**config.mk**
```make
export PLATFORM = sky130hd
export DESIGN_NAME = fifo_n_flat
export DESIGN_NICKNAME = d
export VERILOG_FILES = /design/src/rtl/fifo_n_pkg.sv /design/src/rtl/fifo_n_if.sv /design/src/rtl/fifo_n_ram.sv /design/src/rtl/fifo_n.sv /design/src/flat_wrapper.sv
export SDC_FILE = /design/constraint.sdc
export NUM_CORES = 1
export LEC_CHECK = 0
export CORE_MARGIN = 2
export CORE_UTILIZATION = 55
export CTS_CLUSTER_SIZE = 10
export DETAILED_ROUTE_END_ITERATION = 7
export PLACE_DENSITY = 0.85
export SYNTH_ARGS = -nofsm -noshare
export SYNTH_HDL_FRONTEND = slang
export SYNTH_SLANG_ARGS = --single-unit
```
**constraint.sdc**
```tcl
create_clock -name clock -period 3.9 [get_ports clock]
set_input_delay 0.585 -clock clock [delete_from_list [all_inputs] [get_ports clock]]
set_output_delay 0.585 -clock clock [all_outputs]
set_load 0.01 [all_outputs]
```
**src/rtl/fifo_n_pkg.sv**
```systemverilog
// Shared helpers for the parametrised FIFO: width derivation and wrapping
// pointer increment for depths that need not be a power of two.
package fifo_n_pkg;

    function automatic int clog2(input int n);
        int r;
        r = 0;
        while ((32'sd1 <<< r) < n) begin
            r = r + 1;
        end
        return r;
    endfunction

    function automatic int ptr_inc(input int ptr, input int depth);
        int nxt;
        if (ptr == depth - 1) begin
            nxt = 0;
        end else begin
            nxt = ptr + 1;
        end
        return nxt;
    endfunction

endpackage

```
**src/rtl/fifo_n_if.sv**
```systemverilog
// Producer/consumer handshake bundle of fifo_n; master drives requests,
// slave (the FIFO) returns data, acknowledges and status.
interface fifo_n_if #(
    parameter int WIDTH = 4,
    parameter int CW    = 3
);
    logic             flush;
    logic             enque;
    logic [WIDTH-1:0] enque_data;
    logic             deque;
    logic [WIDTH-1:0] deque_data;
    logic             enqued;
    logic             dequed;
    logic             is_full;
    logic             is_empty;
    logic             almost_full;
    logic             almost_empty;
    logic [CW-1:0]    count;
    logic             overflow;
    logic             underflow;

    modport master (
        output flush, enque, enque_data, deque,
        input  deque_data, enqued, dequed, is_full, is_empty,
               almost_full, almost_empty, count, overflow, underflow
    );

    modport slave (
        input  flush, enque, enque_data, deque,
        output deque_data, enqued, dequed, is_full, is_empty,
               almost_full, almost_empty, count, overflow, underflow
    );
endinterface

```
**src/rtl/fifo_n_ram.sv**
```systemverilog
// DEPTH x WIDTH storage with one synchronous write port and a registered
// read port whose output register holds its value between reads.
module fifo_n_ram #(
    parameter int WIDTH = 4,
    parameter int DEPTH = 4,
    parameter int PW    = 2
) (
    input  logic             clock,
    input  logic             reset,
    input  logic             wr_en,
    input  logic [PW-1:0]    wr_addr,
    input  logic [WIDTH-1:0] wr_data,
    input  logic             rd_en,
    input  logic [PW-1:0]    rd_addr,
    output logic [WIDTH-1:0] rd_data
);
    logic [WIDTH-1:0] mem [DEPTH];
    logic [WIDTH-1:0] rd_data_q;
    logic [WIDTH-1:0] rd_data_d;

    // Storage array write; contents survive reset and flush.
    always_ff @(posedge clock) begin
        if (wr_en) begin
            mem[wr_addr] <= wr_data;
        end
    end

    // Read data next-value: load on accepted dequeue, otherwise hold.
    always_comb begin
        rd_data_d = rd_data_q;
        if (rd_en) begin
            rd_data_d = mem[rd_addr];
        end else begin
            rd_data_d = rd_data_q;
        end
    end

    // Read data register.
    always_ff @(posedge clock) begin
        if (reset) begin
            rd_data_q <= {WIDTH{1'b0}};
        end else begin
            rd_data_q <= rd_data_d;
        end
    end

    assign rd_data = rd_data_q;
endmodule

```
**src/rtl/fifo_n.sv**
```systemverilog
// Parametrised synchronous FIFO with registered acknowledges, occupancy
// count, programmable level flags, flush and sticky error flags.
import fifo_n_pkg::*;

module fifo_n #(
    parameter int WIDTH    = 4,
    parameter int DEPTH    = 4,
    parameter int AF_LEVEL = DEPTH - 1,
    parameter int AE_LEVEL = 1
) (
    input  logic     clock,
    input  logic     reset,
    fifo_n_if.slave  bus
);
    localparam int            CW       = clog2(DEPTH + 1);
    localparam int            PW       = clog2(DEPTH);
    localparam logic [CW-1:0] FULL_CNT = CW'(DEPTH);

    logic [PW-1:0] wr_ptr_q, wr_ptr_d;
    logic [PW-1:0] rd_ptr_q, rd_ptr_d;
    logic [CW-1:0] count_q, count_d;
    logic          enqued_q, enqued_d;
    logic          dequed_q, dequed_d;
    logic          is_full_q, is_full_d;
    logic          is_empty_q, is_empty_d;
    logic          almost_full_q, almost_full_d;
    logic          almost_empty_q, almost_empty_d;
    logic          overflow_q, overflow_d;
    logic          underflow_q, underflow_d;
    logic          enq_ok;
    logic          deq_ok;

    // Acceptance uses registered flags only, so full-with-deque still rejects the enqueue.
    always_comb begin
        enq_ok = bus.enque && !is_full_q && !bus.flush;
        deq_ok = bus.deque && !is_empty_q && !bus.flush;
    end

    // Next-state for pointers, occupancy, acknowledges and error flags.
    always_comb begin
        wr_ptr_d    = wr_ptr_q;
        rd_ptr_d    = rd_ptr_q;
        count_d     = count_q;
        overflow_d  = overflow_q;
        underflow_d = underflow_q;
        enqued_d    = enq_ok;
        dequed_d    = deq_ok;
        if (bus.flush) begin
            wr_ptr_d    = {PW{1'b0}};
            rd_ptr_d    = {PW{1'b0}};
            count_d     = {CW{1'b0}};
            overflow_d  = 1'b0;
            underflow_d = 1'b0;
        end else begin
            if (enq_ok) begin
                wr_ptr_d = PW'(ptr_inc(int'(wr_ptr_q), DEPTH));
            end else begin
                wr_ptr_d = wr_ptr_q;
            end
            if (deq_ok) begin
                rd_ptr_d = PW'(ptr_inc(int'(rd_ptr_q), DEPTH));
            end else begin
                rd_ptr_d = rd_ptr_q;
            end
            case ({enq_ok, deq_ok})
                2'b10:   count_d = count_q + {{(CW-1){1'b0}}, 1'b1};
                2'b01:   count_d = count_q - {{(CW-1){1'b0}}, 1'b1};
                default: count_d = count_q;
            endcase
            overflow_d  = overflow_q  | (bus.enque & is_full_q);
            underflow_d = underflow_q | (bus.deque & is_empty_q);
        end
    end

    // Status flags are decoded from the next count so they register alongside it.
    always_comb begin
        is_full_d      = (count_d == FULL_CNT);
        is_empty_d     = (count_d == {CW{1'b0}});
        almost_full_d  = (int'(count_d) >= AF_LEVEL);
        almost_empty_d = (int'(count_d) <= AE_LEVEL);
    end

    // Control and status registers.
    always_ff @(posedge clock) begin
        if (reset) begin
            wr_ptr_q       <= {PW{1'b0}};
            rd_ptr_q       <= {PW{1'b0}};
            count_q        <= {CW{1'b0}};
            enqued_q       <= 1'b0;
            dequed_q       <= 1'b0;
            is_full_q      <= 1'b0;
            is_empty_q     <= 1'b1;
            almost_full_q  <= (AF_LEVEL == 0);
            almost_empty_q <= 1'b1;
            overflow_q     <= 1'b0;
            underflow_q    <= 1'b0;
        end else begin
            wr_ptr_q       <= wr_ptr_d;
            rd_ptr_q       <= rd_ptr_d;
            count_q        <= count_d;
            enqued_q       <= enqued_d;
            dequed_q       <= dequed_d;
            is_full_q      <= is_full_d;
            is_empty_q     <= is_empty_d;
            almost_full_q  <= almost_full_d;
            almost_empty_q <= almost_empty_d;
            overflow_q     <= overflow_d;
            underflow_q    <= underflow_d;
        end
    end

    fifo_n_ram #(
        .WIDTH (WIDTH),
        .DEPTH (DEPTH),
        .PW    (PW)
    ) u_ram (
        .clock   (clock),
        .reset   (reset),
        .wr_en   (enq_ok),
        .wr_addr (wr_ptr_q),
        .wr_data (bus.enque_data),
        .rd_en   (deq_ok),
        .rd_addr (rd_ptr_q),
        .rd_data (bus.deque_data)
    );

    assign bus.enqued       = enqued_q;
    assign bus.dequed       = dequed_q;
    assign bus.count        = count_q;
    assign bus.is_full      = is_full_q;
    assign bus.is_empty     = is_empty_q;
    assign bus.almost_full  = almost_full_q;
    assign bus.almost_empty = almost_empty_q;
    assign bus.overflow     = overflow_q;
    assign bus.underflow    = underflow_q;
endmodule
```
**src/flat_wrapper.sv**
```systemverilog
// flat-port wrapper written by rule: the top's interface ports become plain ports
module fifo_n_flat 
#(
    parameter int WIDTH    = 4,
    parameter int DEPTH    = 4,
    parameter int AF_LEVEL = DEPTH - 1,
    parameter int AE_LEVEL = 1
)
  (clock, reset, bus_flush, bus_enque, bus_enque_data, bus_deque, bus_deque_data, bus_enqued, bus_dequed, bus_is_full, bus_is_empty, bus_almost_full, bus_almost_empty, bus_count, bus_overflow, bus_underflow);
  fifo_n_if #(.WIDTH(WIDTH)) bus_i ();
  input  logic clock;
  input  logic reset;
  input wire logic [$bits(bus_i.flush)-1:0] bus_flush;
  input wire logic [$bits(bus_i.enque)-1:0] bus_enque;
  input wire logic [$bits(bus_i.enque_data)-1:0] bus_enque_data;
  input wire logic [$bits(bus_i.deque)-1:0] bus_deque;
  output wire logic [$bits(bus_i.deque_data)-1:0] bus_deque_data;
  output wire logic [$bits(bus_i.enqued)-1:0] bus_enqued;
  output wire logic [$bits(bus_i.dequed)-1:0] bus_dequed;
  output wire logic [$bits(bus_i.is_full)-1:0] bus_is_full;
  output wire logic [$bits(bus_i.is_empty)-1:0] bus_is_empty;
  output wire logic [$bits(bus_i.almost_full)-1:0] bus_almost_full;
  output wire logic [$bits(bus_i.almost_empty)-1:0] bus_almost_empty;
  output wire logic [$bits(bus_i.count)-1:0] bus_count;
  output wire logic [$bits(bus_i.overflow)-1:0] bus_overflow;
  output wire logic [$bits(bus_i.underflow)-1:0] bus_underflow;
  assign bus_i.flush = bus_flush;
  assign bus_i.enque = bus_enque;
  assign bus_i.enque_data = bus_enque_data;
  assign bus_i.deque = bus_deque;
  assign bus_deque_data = bus_i.deque_data;
  assign bus_enqued = bus_i.enqued;
  assign bus_dequed = bus_i.dequed;
  assign bus_is_full = bus_i.is_full;
  assign bus_is_empty = bus_i.is_empty;
  assign bus_almost_full = bus_i.almost_full;
  assign bus_almost_empty = bus_i.almost_empty;
  assign bus_count = bus_i.count;
  assign bus_overflow = bus_i.overflow;
  assign bus_underflow = bus_i.underflow;
  fifo_n #(.WIDTH(WIDTH), .DEPTH(DEPTH), .AF_LEVEL(AF_LEVEL), .AE_LEVEL(AE_LEVEL)) u_core (.clock(clock), .reset(reset), .bus(bus_i));
endmodule
```
# Word level (Yosys, flattened, before mapping)
# Memories as Yosys holds them, arrays and structs flattened. A register that Yosys moved wholly into a read port is not among the register bits.
# Index checks and enable logic that the tools add are counted.
# classes
addsub	4
n_lt_le_gt_ge	2
eq_ne	5
mux	6
n_bitwise	4
reduce_logical	9
# op_table
cell	count
2-bit by 1-bit equality test with 1-bit output (second input constant)	3
3-bit one-hot mux with 2 select lines	1
2-bit by 1-bit adder with 2-bit output (second input constant)	2
1-bit logical AND	4
2-bit two-way mux	2
3-bit by 1-bit adder with 3-bit output (second input constant)	1
3-bit equality test (second input constant)	1
3-bit by 2-bit >= comparator with 1-bit output (second input constant)	1
3-bit by 1-bit less-or-equal comparator with 1-bit output (second input constant)	1
1-bit logical NOT	3
3-bit logical NOT	1
3-bit two-way mux	1
3-bit by 1-bit subtractor with 3-bit output (second input constant)	1
1-bit AND	2
2-bit equality test (second input constant)	1
1-bit two-way mux	2
1-bit OR	2
2-bit OR reduction	1
# word_totals
regBits	15
ramBits	16
inputBits	9
out_inout_bits	15
word_cells	42
n_memories	1
# mem_list
name	words	word_bits	rd	rd_ports_with_merged_regs	wr	line_no	source
u_core.u_ram.mem	4	4	1	1	1	fifo_n_ram.sv:17	logic [WIDTH-1:0] mem [DEPTH];

# Longest topological paths before layout
# Gate-level depths: netlist (run 1).
# depth
ltp_word	7
ltp_mapped	8
mapped_depth_nobuf	8

# Modules after synthesis
# Synthesis (run 1) repeated with hierarchy kept, for this count alone.
# unflattened
hier_cells	108
area_unflattened_um2	1402.6
# by_module_without_submodules
mod	n_inst	cells_per_inst	area_each_um2	seq_area_each_um2
fifo_n_ram	1	44	770.7	560.5
fifo_n	1	64	631.9	300.3

# Worst setup path before layout (run 1)
# OpenSTA, ideal clock, no wires.
# synth_timing
kind	in2reg
start	input port bus_flush
end	register u_core.almost_full_q, in the netlist u_core.bus.almost_full
setup_ns	0.127
t_arrival_ns	2.265
required_time_ns	3.773
path_slack_ns	1.508
stages	8
path_buffers	1
cell_sequence	buf_6 -> nor2_1 -> inv_1 -> ha_1 -> fa_1 -> xnor2_1 -> o211a_1 -> or3_1
# synth_between
elab_chain_len	6
word_cells_on_any_way	8
cone_classes	order compare: 1; eq/ne: 2; mux: 2; reduce/logical: 3
# synth_rtl
item	line_no	source
start, declared	flat_wrapper.sv:13	input wire logic [$bits(bus_i.flush)-1:0] bus_flush;
1-bit logical NOT	fifo_n.sv:35, fifo_n.sv:36	
1-bit logical AND (on tied branches)	fifo_n.sv:36, fifo_n.sv:35	
2-bit by 1-bit equality test with 1-bit output or 2-bit equality test (tied branches)	fifo_n.sv:65	case ({enq_ok, deq_ok})
3-bit one-hot mux with 2 select lines	fifo_n.sv:65	
3-bit two-way mux *	fifo_n.sv:48	if (bus.flush) begin
3-bit by 2-bit >= comparator with 1-bit output *	fifo_n.sv:79	almost_full_d = (int'(count_d) >= AF_LEVEL);
end signal, assigned	fifo_n.sv:93	almost_full_q <= (AF_LEVEL == 0);
end signal, assigned	fifo_n.sv:105	almost_full_q <= almost_full_d;
end, declared	fifo_n.sv:26	logic almost_full_q, almost_full_d;
# Mark *: on every way between the ends. The rest lies on a longest branch, timed or not.
# A chain may end at the register's enable or synchronous reset.

# Worst setup path in the final report (run 1)
# Ends and elaborated chain as after synthesis.

==> flow_summary.json, run 1 <==
{
  "worstPathCellList": "clkdlybuf4s50_1 -> nor2_1 -> inv_1 -> ha_1 -> fa_1 -> xnor2_1 -> o211a_1 -> or3_1",
  "fmax_ghz": 0.371,
  "hold_slack_ns": 0.485,
  "synth_cell_types": 29,
  "synth-async-reset-ratio_pct": 0,
  "grt_setup_unrepaired": "no",
  "regArea_um2": 861,
  "worstPathMaxFanout": 7,
  "cp-end-kind": "flip-flop",
  "area_growth_pct": 23.7,
  "synth_warnings": 0,
  "crit_buf_inv": 2,
  "start_util_pct": 58.3,
  "clockBufferDepth": 2,
  "nNetsFinal": 150,
  "grt_overflow": 0,
  "final.setup.tns_ns": 0,
  "grtUsageTotal_pct": 17.6,
  "io_pins": 24,
  "crit_type": "input port to flip-flop",
  "dp_hpwl_um": 1740,
  "grt_pass1_vias": 867,
  "core_area_um2": 2480,
  "hold_buffers": 0,
  "synth_area_per_cell_um2": 13.3,
  "synth_top_flop_cell": "dfxtp_1",
  "final_common_cell": "clkdlybuf4s50_1",
  "avgRoutedWirePerCell_um": 14.8,
  "vias_per_cell": 5.41,
  "startpoint": "bus_flush",
  "via_count": 892,
  "slew_headroom_pct": 72.6,
  "leakage_nw": 0.644,
  "fill_cells": 177,
  "routed_wl_um": 2440,
  "slowest_stage": "clkdlybuf4s50_1",
  "wl_met3_um": 164,
  "combPwrFrac_pct": 5.8,
  "fin_ws_ns": 1.20,
  "postLayoutCoreUtil_pct": 72.2,
  "antenna_found_initial": 0,
  "place.gp.congestion": 0.763,
  "p_int_mw": 0.611,
  "seq_power_share_pct": 51.7,
  "crit_arrival_ns": 2.93,
  "root_buffer": "clkbuf_4",
  "drtIter0Drc": 21,
  "pre_cts_slack_ns": 0.869,
  "wl_met2_um": 1130,
  "post-route-cell-area_um2": 1790,
  "synth_seq_cells": 35,
  "grt_max_degree": 13,
  "rows": 18,
  "synth-seq-area-share_pct": 59.6,
  "finalSetupViolCount": 0,
  "ant_nets": 0,
  "hold_path_class": "flip-flop to flip-flop",
  "synth_nets": 125,
  "p_clk_share_pct": 42.4,
  "finalClockSkew_ns": 0.00319,
  "required_ns": 4.13,
  "antennaDiodeCount": 0,
  "die_area_um2": 3050,
  "die_y_um": 55.3,
  "die_x_um": 55.3,
  "period_minus_slack_ns": 2.70,
  "worstHoldStart": "u_core.bus.overflow",
  "fin_crit_sh_pct": 69.1,
  "final_cell_mix": "clkdlybuf4s50_1 (23), dfxtp_1 (19), nor2_1 (16), edfxtp_1 (16), mux2i_1 (8)",
  "cts_sinks": 35,
  "drc": 0,
  "worstSetupStartpointType": "input port",
  "grt_pass1_wl_um": 4030,
  "regToRegStartpoint": "u_core.bus.is_full",
  "numCtsBuffers": 5,
  "peakVddDrop_v": 0.000348,
  "report.final.slew_viol_count": 0,
  "cts-resized-gates": 0,
  "power.switching_mw": 0.150,
  "clkLatencyLatePin_ns": 0.34,
  "wl_met1_um": 1090,
  "layout-drive-gt1-share_pct": 11.9,
  "portBuffers": 23,
  "critical-path-top-delay-family": "simple AND/OR/NAND/NOR gates",
  "multiInputGateArea_um2": 543,
  "tritoncts": "built",
  "swShare_pct": 19.7,
  "synth-edff-count": 16,
  "tightest_slew_ns": 0.410,
  "drtPass1Iterations": 4,
  "cap_violations": 0,
  "cts_setup_buffers": 0,
  "power_density_nw_per_um2": 426,
  "hold_viol": 0,
  "clk_pin_slew_ns": 0.11,
  "outcome": "finished clean",
  "htreeDepth": 2,
  "placed_cell_area_um2": 1680,
  "highest_layer": "met4",
  "synthCells": 109,
  "synth_area_um2": 1450,
  "worst_path_largest_cell_delay_ns": 0.57
}
## metal layers
layer,up-vias,GRT usage [%]
met5,-,0
met4,0,8.71
met3,7,7.73
met2,29,25.3
met1,419,22.5
li1,437,-
## cell usage after synthesis (all sizes together), types with 3 or more instances
library cell	n	area, um2
mux4	4	90.1
nor3	3	15.0
edfxtp	16	480
nor3b	3	33.8
buf	4	26.3
nand2	3	11.3
inv	3	11.3
a21oi	4	23.8
nor2b	3	18.8
dfxtp	19	380
ha	6	75.1
mux2i	8	80.1
nor2	16	60.1
and2	4	25.0
nor4	3	25.0
## worst paths after layout
kind | end | slack, ns | cells past startpoint
setup reg to reg | u_core.bus.almost_full | 1.56 | 8
setup / recovery | u_core.bus.almost_full | 1.20 | 8
hold / removal | u_core.bus.overflow | 0.49 | 2
hold reg to reg | u_core.bus.overflow | 0.49 | 2
## flip-flops by register name (all words and copies together) (netlist names)
signal and count:
u_core.bus.dequed 1, u_core.wr_ptr_q 2, u_core.bus.is_empty 1, u_core.bus.almost_empty 1, u_core.bus.overflow 1, u_core.bus.underflow 1, u_core.bus.almost_full 1, u_core.u_ram.mem 16
u_core.rd_ptr_q 2, u_core.bus.enqued 1, u_core.u_ram.rd_data 4, u_core.bus.count 3, u_core.bus.is_full 1
## layout make-up
class,count,area share (%)
well taps,30,2.10
clock inverters,3,3.78
repair buffers,23,12.9
clock buffers,5,2.10
multi-input cells,66,30.4
inverters,3,0.630
flip-flops and latches,35,48.1
## power groups by stage
stage	clock network, mW	registers (mW)	logic (mW)
final	0.323	0.394	0.0442
after floorplan	0	0.402	0.0241
after global placement	0	0.402	0.0418
after global routing	0.345	0.395	0.0479
after CTS	0.328	0.394	0.0441
after detailed placement	0	0.402	0.0436
## logic make-up after synthesis
kind of cell    after synthesis  share of synthesized area [%]
compound gates                6                           2.86
xor+xnor                      2                           1.21
fa+ha+maj                     7                           6.58
buf+inv                       8                           2.86
flops                        35                           59.6
mux                          12                           11.8
simple gates                 39                           15.2
## tightest hold or removal path, delay by kind of cell, from the launching register on
family,cells,cell delay [ns]
flip-flops,1,0.34
AND/OR/NAND/NOR,1,0.07
AO/OA/AOI/OAI,1,0.04
## metrics by stage
stage | cells | power, mW
detailed placement | 157 | 0.446
global route | 165 | 0.787
finish | 165 | 0.761
global placement | 157 | 0.443
floorplan | 109 | 0.427
CTS | 165 | 0.766
(Power assumes the default switching activity.)
==> run 2: changes to the inputs <==
--- a/config.mk
+++ b/config.mk
@@ -6,10 +6,10 @@
 export NUM_CORES = 1
 export LEC_CHECK = 0
 export CORE_MARGIN = 2
-export CORE_UTILIZATION = 55
+export CORE_UTILIZATION = 46
 export CTS_CLUSTER_SIZE = 10
 export DETAILED_ROUTE_END_ITERATION = 7
-export PLACE_DENSITY = 0.85
+export PLACE_DENSITY = 0.76
 export SYNTH_ARGS = -nofsm -noshare
 export SYNTH_HDL_FRONTEND = slang
 export SYNTH_SLANG_ARGS = --single-unit
==> constraint.sdc (replaced) <==
create_clock -name clock -period 2.3 [get_ports clock]
set_input_delay 0.345 -clock clock [delete_from_list [all_inputs] [get_ports clock]]
set_output_delay 0.345 -clock clock [all_outputs]
set_load 0.01 [all_outputs]
==> run 2 against run 1 <==
Sequential power rose by 70%. Non-clock buffer count grew 10. Highest routed layer unchanged. Combinational power rose by 86%. Count of clock-buffer cells in the layout rose by 1.
==> flow_summary.json, run 2 (same netlist as run 1, synthesis figures left out) <==
{
  "outcome": "finished clean",
  "fmax_ghz": 0.460,
  "r2r_cells": 8,
  "grtUsageTotal_pct": 16.2,
  "numCtsBuffers": 5,
  "final_cell_mix": "clkdlybuf4s50_1 (23), dfxtp_1 (19), edfxtp_1 (16), nor2_1 (15), buf_4 (10)",
  "grt_pass1_wl_um": 4020,
  "largest_reg_flops": 16,
  "fin_ws_ns": 0.124,
  "avgRoutedWirePerCell_um": 13.4,
  "reg2reg_to": "u_core.bus.almost_full",
  "tightest_slew_ns": 0.381,
  "slew_headroom_pct": 74.6,
  "start_util_pct": 47.7,
  "report.final.slew_viol_count": 0,
  "finalClockSkew_ns": 0.00608,
  "hold_path_class": "flip-flop to flip-flop",
  "regToRegStartpoint": "u_core.bus.is_full",
  "grt_pass1_vias": 892,
  "crit_type": "input port to flip-flop",
  "finalSetupViolCount": 0,
  "peakVddDrop_v": 0.000479,
  "drc": 0,
  "grt_max_degree": 12,
  "clockBufferDepth": 2,
  "r2r_slack_ns": 0.21,
  "pre_cts_slack_ns": -0.293,
  "top_register": "u_core.u_ram.mem",
  "period_minus_slack_ns": 2.18,
  "cts_sinks": 35,
  "layout-drive-gt1-share_pct": 19.3,
  "tritoncts": "built",
  "crit_path_end": "u_core.bus.almost_full",
  "root_buffer": "clkbuf_4",
  "clkLatencyLatePin_ns": 0.33,
  "io_pins": 24,
  "crit_arrival_ns": 2.40,
  "worstPathMaxFanout": 4,
  "grt_overflow": 0,
  "area_growth_pct": 30.7,
  "worstSetupStartpointType": "input port",
  "routed_wl_um": 2540,
  "core_area_um2": 3030,
  "ant_nets": 0,
  "hold_viol": 0,
  "htreeDepth": 2,
  "drtIter0Drc": 28,
  "final_common_cell": "clkdlybuf4s50_1",
  "fin_crit_sh_pct": 94.6,
  "portBuffers": 23,
  "cap_violations": 0,
  "via_count": 931,
  "startpoint": "bus_enque",
  "place.gp.congestion": 0.806,
  "required_ns": 2.52,
  "cp-end-kind": "flip-flop",
  "clk_pin_slew_ns": 0.10,
  "rows": 20,
  "hold_buffers": 0,
  "die_y_um": 60.1,
  "vias_per_cell": 4.93,
  "die_x_um": 60.1,
  "antennaDiodeCount": 0,
  "antenna_found_initial": 0,
  "drtPass1Iterations": 4,
  "dp_hpwl_um": 1900,
  "die_area_um2": 3610,
  "power_density_nw_per_um2": 681,
  "dp_cells": 181,
  "grt_setup_unrepaired": "no",
  "instances_no_fill": 189,
  "leakage_nw": 0.693,
  "nNetsFinal": 160
}
==> run 2: changes by cell type in the layout (fill, tap and decap cells not counted) <==
| cell | previous run | this run |
|---|---|---|
| xnor2_1 | 1 | 0 |
| xnor2_2 | 0 | 1 |
| clkinvlp_4 | 1 | 0 |
| nor2_2 | 0 | 1 |
| buf_4 | 0 | 10 |
| nor2_1 | 16 | 15 |
| fa_2 | 0 | 1 |
| clkbuf_1 | 0 | 1 |
| fa_1 | 1 | 0 |
==> run 2: what timing repair did <==
item,4_1_cts,5_1_grt
setup buffers,0,0
endpoints found under the setup margin,0,1
resized for setup,0,3
==> run 2: how the worst min path moves through the flow <==
stage                     cells past startpoint                      to  slack, ns                  from
after floorplan                               0  u_core.u_ram.mem[0][0]       0.44     bus_enque_data[0]
after global placement                        2    u_core.bus.underflow       0.45  u_core.bus.underflow
after detailed placement                      2     u_core.bus.overflow       0.47   u_core.bus.overflow
after CTS                                     2     u_core.bus.overflow       0.49   u_core.bus.overflow
after global routing                          2     u_core.bus.overflow       0.52   u_core.bus.overflow
final                                         2     u_core.bus.overflow       0.49   u_core.bus.overflow
==> run 2: critical path, stage by stage <==
cell and delay, ns:
clkdlybuf4s50_1 0.49, nand2b_1 0.09, nor2_2 0.11, inv_1 0.05
ha_1 0.20, fa_2 0.36, xnor2_2 0.17, o211a_1 0.23
or3_1 0.35
==> run 2: through the flow <==
stage               setup TNS, ns  utilization (%)  hold slack, ns  instance area, um2  power (mW)
floorplan                       0                -           0.444                1450       0.723
global placement           -0.895             58.6           0.450                1780       0.760
detailed placement          -1.06             58.6           0.468                1780       0.764
CTS                             0             62.0           0.491                1880        1.30
global route                    0             62.4           0.523                1890        1.33
finish                          0             62.4           0.487                1890        1.29
==> run 2: report_power, final <==
group / switching [mW] / internal, mW / total [mW]
registers: 0.00748 / 0.660 / 0.668
logic: 0.0377 / 0.0447 / 0.0824
clock network: 0.196 / 0.339 / 0.535
==> run 2: per-layer routing <==
| metal | vias up | track usage, % | wire length (um) |
|---|---|---|---|
| met2 | 22 | 28.0 | 1340 |
| met5 | - | 0 | 0 |
| met1 | 442 | 17.4 | 1020 |
| met3 | 5 | 6.06 | 128 |
| met4 | 0 | 7.62 | 55 |
| li1 | 462 | - | - |
==> run 2: area by class of cell <==
type                            instances  area [um2]
Multi-Input combinational cell         66         556
Fill cell                             234        1140
Inverter                                3        11.3
Timing Repair Buffer                   33         305
Clock buffer                            6        41.3
Tap cell                               44        55.1
Clock inverter                          2        60.1
Sequential cell                        35         861
